<file path="config.mk">
export PLATFORM = sky130hd
export DESIGN_NAME = fetch_stage_ctrl
export DESIGN_NICKNAME = d
export VERILOG_FILES = /design/src/rtl/fetch_stage_ctrl.sv
export SDC_FILE = /design/constraint.sdc
export NUM_CORES = 1
export LEC_CHECK = 0
export ABC_AREA = 1
export ABC_CLOCK_PERIOD_IN_PS = 1900
export CAP_MARGIN = 0
export CORE_UTILIZATION = 46
export DETAILED_ROUTE_END_ITERATION = 6
export GPL_TIMING_DRIVEN = 1
export MAX_ROUTING_LAYER = met4
export PLACE_DENSITY = 0.79
export REMOVE_ABC_BUFFERS = 1
export SLEW_MARGIN = 30
export SYNTH_ARGS = -nofsm -noshare
export SYNTH_HDL_FRONTEND = slang
export SYNTH_SLANG_ARGS = --single-unit
</file>
<file path="constraint.sdc">
create_clock -name clk -period 1.9 [get_ports clk]
set_input_delay 0.38 -clock clk [delete_from_list [all_inputs] [get_ports clk]]
set_output_delay 0.38 -clock clk [all_outputs]
set_load 0.02 [all_outputs]
</file>
<file path="src/rtl/fetch_stage_ctrl.sv">
// rtl/fetch_stage_ctrl.sv - PC register, IF/ID register and debug event counters driven by hazard-unit controls
module fetch_stage_ctrl #(
    parameter int              XLEN      = 32,
    parameter logic [XLEN-1:0] RESET_PC  = '0,
    parameter logic [XLEN-1:0] NOP_INSTR = XLEN'(32'h0000_0013),
    parameter int              CNT_W     = 16
) (
    input  logic             clk,
    input  logic             rst,
    input  logic             pc_write,
    input  logic             if_id_write,
    input  logic             if_flush,
    input  logic [XLEN-1:0]  branch_target,
    output logic [XLEN-1:0]  imem_addr,
    input  logic [XLEN-1:0]  imem_rdata,
    output logic [XLEN-1:0]  pc,
    output logic [XLEN-1:0]  if_id_pc,
    output logic [XLEN-1:0]  if_id_instr,
    output logic             if_id_valid,
    output logic [CNT_W-1:0] stall_cnt,
    output logic [CNT_W-1:0] flush_cnt,
    output logic [CNT_W-1:0] fetch_cnt
);

    localparam logic [CNT_W-1:0] CNT_MAX = {CNT_W{1'b1}};

    logic [XLEN-1:0]  pcReg;
    logic [XLEN-1:0]  ifIdPcReg;
    logic [XLEN-1:0]  ifIdInstrReg;
    logic             ifIdValidReg;
    logic [CNT_W-1:0] stallCntReg;
    logic [CNT_W-1:0] flushCntReg;
    logic [CNT_W-1:0] fetchCntReg;

    logic             stallEvent;
    logic             fetchEvent;
    logic [XLEN-1:0]  redirectPc;
    logic [XLEN-1:0]  pcNext;

    // Decode the hazard controls; a flush overrides both write enables
    always_comb begin
        stallEvent = 1'b0;
        fetchEvent = 1'b0;
        redirectPc = {branch_target[XLEN-1:2], 2'b00};
        pcNext     = pcReg;
        if (if_flush) begin
            pcNext = redirectPc;
        end else begin
            stallEvent = !pc_write;
            fetchEvent = if_id_write;
            if (pc_write) begin
                pcNext = pcReg + XLEN'(4);
            end
        end
    end

    // PC register: redirect, advance by one word (wrapping), or hold
    always_ff @(posedge clk) begin
        if (rst) begin
            pcReg <= {RESET_PC[XLEN-1:2], 2'b00};
        end else begin
            pcReg <= pcNext;
        end
    end

    // IF/ID register: bubble on flush, latch the fetched word when enabled, else hold
    always_ff @(posedge clk) begin
        if (rst || if_flush) begin
            ifIdPcReg    <= '0;
            ifIdInstrReg <= NOP_INSTR;
            ifIdValidReg <= 1'b0;
        end else if (fetchEvent) begin
            ifIdPcReg    <= pcReg;
            ifIdInstrReg <= imem_rdata;
            ifIdValidReg <= 1'b1;
        end
    end

    // Saturating debug counters for stall, flush and fetch events
    always_ff @(posedge clk) begin
        if (rst) begin
            stallCntReg <= '0;
            flushCntReg <= '0;
            fetchCntReg <= '0;
        end else begin
            if (stallEvent && stallCntReg != CNT_MAX) begin
                stallCntReg <= stallCntReg + CNT_W'(1);
            end
            if (if_flush && flushCntReg != CNT_MAX) begin
                flushCntReg <= flushCntReg + CNT_W'(1);
            end
            if (fetchEvent && fetchCntReg != CNT_MAX) begin
                fetchCntReg <= fetchCntReg + CNT_W'(1);
            end
        end
    end

    assign imem_addr   = pcReg;
    assign pc          = pcReg;
    assign if_id_pc    = ifIdPcReg;
    assign if_id_instr = ifIdInstrReg;
    assign if_id_valid = ifIdValidReg;
    assign stall_cnt   = stallCntReg;
    assign flush_cnt   = flushCntReg;
    assign fetch_cnt   = fetchCntReg;

endmodule

</file>
==> flow_summary.toml <==
[worst_setup_path]
cp_max_fo = 6
startpoint = "imem_addr[10]"
path_buf_inv = 1
slowest_delay_ns = 0.63
slowest_stage = "clkdlybuf4s50_1"
cp_cell_sequence = "clkdlybuf4s50_1"
setup.worst_path.end_class = "output pin"
r2r_start = "flush_cnt[1]"
crit_family = "buffers and inverters"
cp_data_required_time_ns = 1.52
worstSetupPathType = "register to output pin"
arrival_ns = 1.48
startpoint_type = "register"

[outcome]
status = "finished, final reports clean"

[sta]
setup_ws_ns = 0.0356
fin_crit_sh_pct = 98.1
whs_ns = 0.443
clock_skew_ns = 0.00846
setup_viol = 0
rsz0062_at_grt = "no"
min_period_ns = 1.86
report.final.hold_viol_count = 0
finalMaxSlewViolations = 0
fmax_mhz = 536

[clocking]
cts.sinks = 141
clk_path_buf_depth = 2
cts_buffers = 17
clk_latency_ns = 0.43
h-tree-depth = 4
cts_root_buffer = "clkbuf_16"
cts.reportedPaths.clkPinSlew_ns = 0.07
cts_tree = "built"

[place]
dpl_cell_area_mm2 = 0.00976
place_ws_ns = 0.0268
gp_congestion = 0.907
placed_cells = 1459
dpl.hpwl_mm = 15.5
io_buffers = 237

[routing]
drt_iter0_drc = 400
drt-wirelength-per-cell_um = 14.5
vias = 7555
first_pass_iters = 4
via_per_inst = 5.06
totalWireLength_mm = 21.6
route.detailed.drc = 0
final_antenna_net_count = 0

[synth]
synth.distinct_cells = 36
synthesis.area_mm2 = 0.00723
synth_edf_count = 0
synth_seq_cells = 141
synth.top_cell.area_share_pct = 39.1
synth_area_leader_cell = "dfxtp_1"
yosysMostFrequentCell = "nand2_1"
syn_inst = 1048
yosysSeqAreaShare_pct = 39.1
synth_flop_cell = "dfxtp_1"
synth_area_leaders = "dfxtp_1, nand2_1, nor2_1, a21oi_1, o21ai_0"
async_reset_ff_share_pct = 0
synth-warning-count = 0
synth_area_per_cell_um2 = 6.90
netlist_top_cells_count = "nand2_1, nor2_1, dfxtp_1"

[global_routing]
grt_pass1_vias = 6872
grt_pass1_wl_mm = 34.1
grt_remaining_overflow = 0
gr-usage-all-layers_pct = 27.3
antenna_found_initial = 2
grt_max_degree = 42

[final_layout]
syn2layout_area_growth_pct = 43.9
seq_area_mm2 = 0.00283
fin_nets = 1340
final_cell_area_mm2 = 0.0104
drive_gt1_share_pct = 9.14
fill_cells = 1325
final_cells = 1493
multi_input_area_mm2 = 0.00370

[die]
core_area_mm2 = 0.0153
die_w_um = 127
ios = 246
dieArea_mm2 = 0.0162
die_h_um = 127
row_count = 45
initial_core_util_pct = 47.4

[pwr]
p_total_uw = 7500
seq_power_share_pct = 42.3
clkPwrFrac_pct = 43.7
switching_share_pct = 28.0
net-switching-power_uw = 2100
ir_worst_vdd_mv = 0.632
p_comb_share_pct = 14.0
p_int_uw = 5400
p_leak_uw = 0.00456
power_density_mw_per_mm2 = 721

[min_path]
hold_class = "input port to register"
min-delay-start = "rst"

[job]
cap_violations = 0
==> cell usage in the layout (no fill, tap or decap), types with 7 or more instances in the layout <==
cell type / instances
xnor2_1: 15
clkdlybuf4s50_1: 158
a22oi_1: 17
buf_4: 30
dfxtp_2: 7
buf_12: 8
dlygate4sd2_1: 39
dlymetal6s2s_1: 39
xor2_1: 21
o21ai_0: 70
nor2_4: 8
nand2_1: 272
nand4_1: 8
inv_6: 9
nor2_2: 9
a21oi_1: 84
inv_1: 54
nand3_1: 64
nor2_1: 158
dfxtp_1: 134
clkbuf_16: 17
==> timing repair <==
| item | 4_1_cts | 5_1_grt |
|---|---|---|
| endpoints found under the hold margin | 0 | 0 |
| pin swaps | 0 | 0 |
| buffers inserted | 0 | 0 |
| gates resized for setup | 46 | 39 |
| hold buffers | 0 | 0 |
| setup endpoints to repair | 53 | 41 |
==> per-stage QoR <==
| stage | TNS, ns | utilization, % |
|---|---|---|
| 2_1_floorplan | -4.11 | - |
| 3_3_place_gp | 0 | 64.0 |
| 3_5_place_dp | 0 | 64.0 |
| 4_1_cts | 0 | 67.5 |
| 5_1_grt | 0 | 68.2 |
| 6_report | 0 | 68.2 |
==> power groups by stage <==
| stage | registers (uW) | clock network, uW | logic, uW |
|---|---|---|---|
| after floorplan | 3390 | 0 | 266 |
| after global placement | 3230 | 0 | 1070 |
| after detailed placement | 3230 | 0 | 1080 |
| after CTS | 3170 | 3320 | 1060 |
| after global routing | 3180 | 3480 | 1130 |
| final | 3170 | 3280 | 1050 |
==> registers in the layout, indices dropped and copies added (netlist names) <==
signal       cells
if_id_instr     32
if_id_pc        30
imem_addr       30
fetch_cnt       16
flush_cnt       16
stall_cnt       16
if_id_valid      1
==> per-layer routing <==
metal / routed length [um] / up-vias / global-route usage, %
met1: 9320 / 3481 / 32.5
met2: 10300 / 250 / 45.0
met5: 0 / - / -
met3: 1640 / 30 / 7.75
li1: - / 3794 / -
met4: 363 / 0 / 7.77
==> area by class of cell <==
class,instances,share of cell area [%]
inverter,59,2.13
multi-input combinational,773,35.6
clock inverter,15,1.43
tap,211,2.54
antenna,2,0.0481
sequential,141,27.2
clock buffer,17,4.09
timing repair buffer,275,26.9
==> path summary, 6_finish.rpt <==
path,end,slack [ns],depth (start not counted)
setup reg to reg,flush_cnt[13],0.19,7
hold reg to reg,if_id_instr[4],0.47,2
hold / removal,if_id_instr[1],0.44,4
setup / recovery,imem_addr[10],0.04,1
==> cell families after synthesis <==
| logic type | count (synthesis) | synth area share, % |
|---|---|---|
| AO/OA/AOI/OAI | 188 | 14.4 |
| XOR/XNOR | 36 | 4.36 |
| adder cells (fa/ha/maj) | 4 | 0.692 |
| buffers and inverters | 139 | 9.97 |
| flip-flops | 141 | 39.1 |
| other | 1 | 0.0519 |
| AND/OR/NAND/NOR | 539 | 31.5 |
Note: power is estimated with default switching activity, not from simulation.
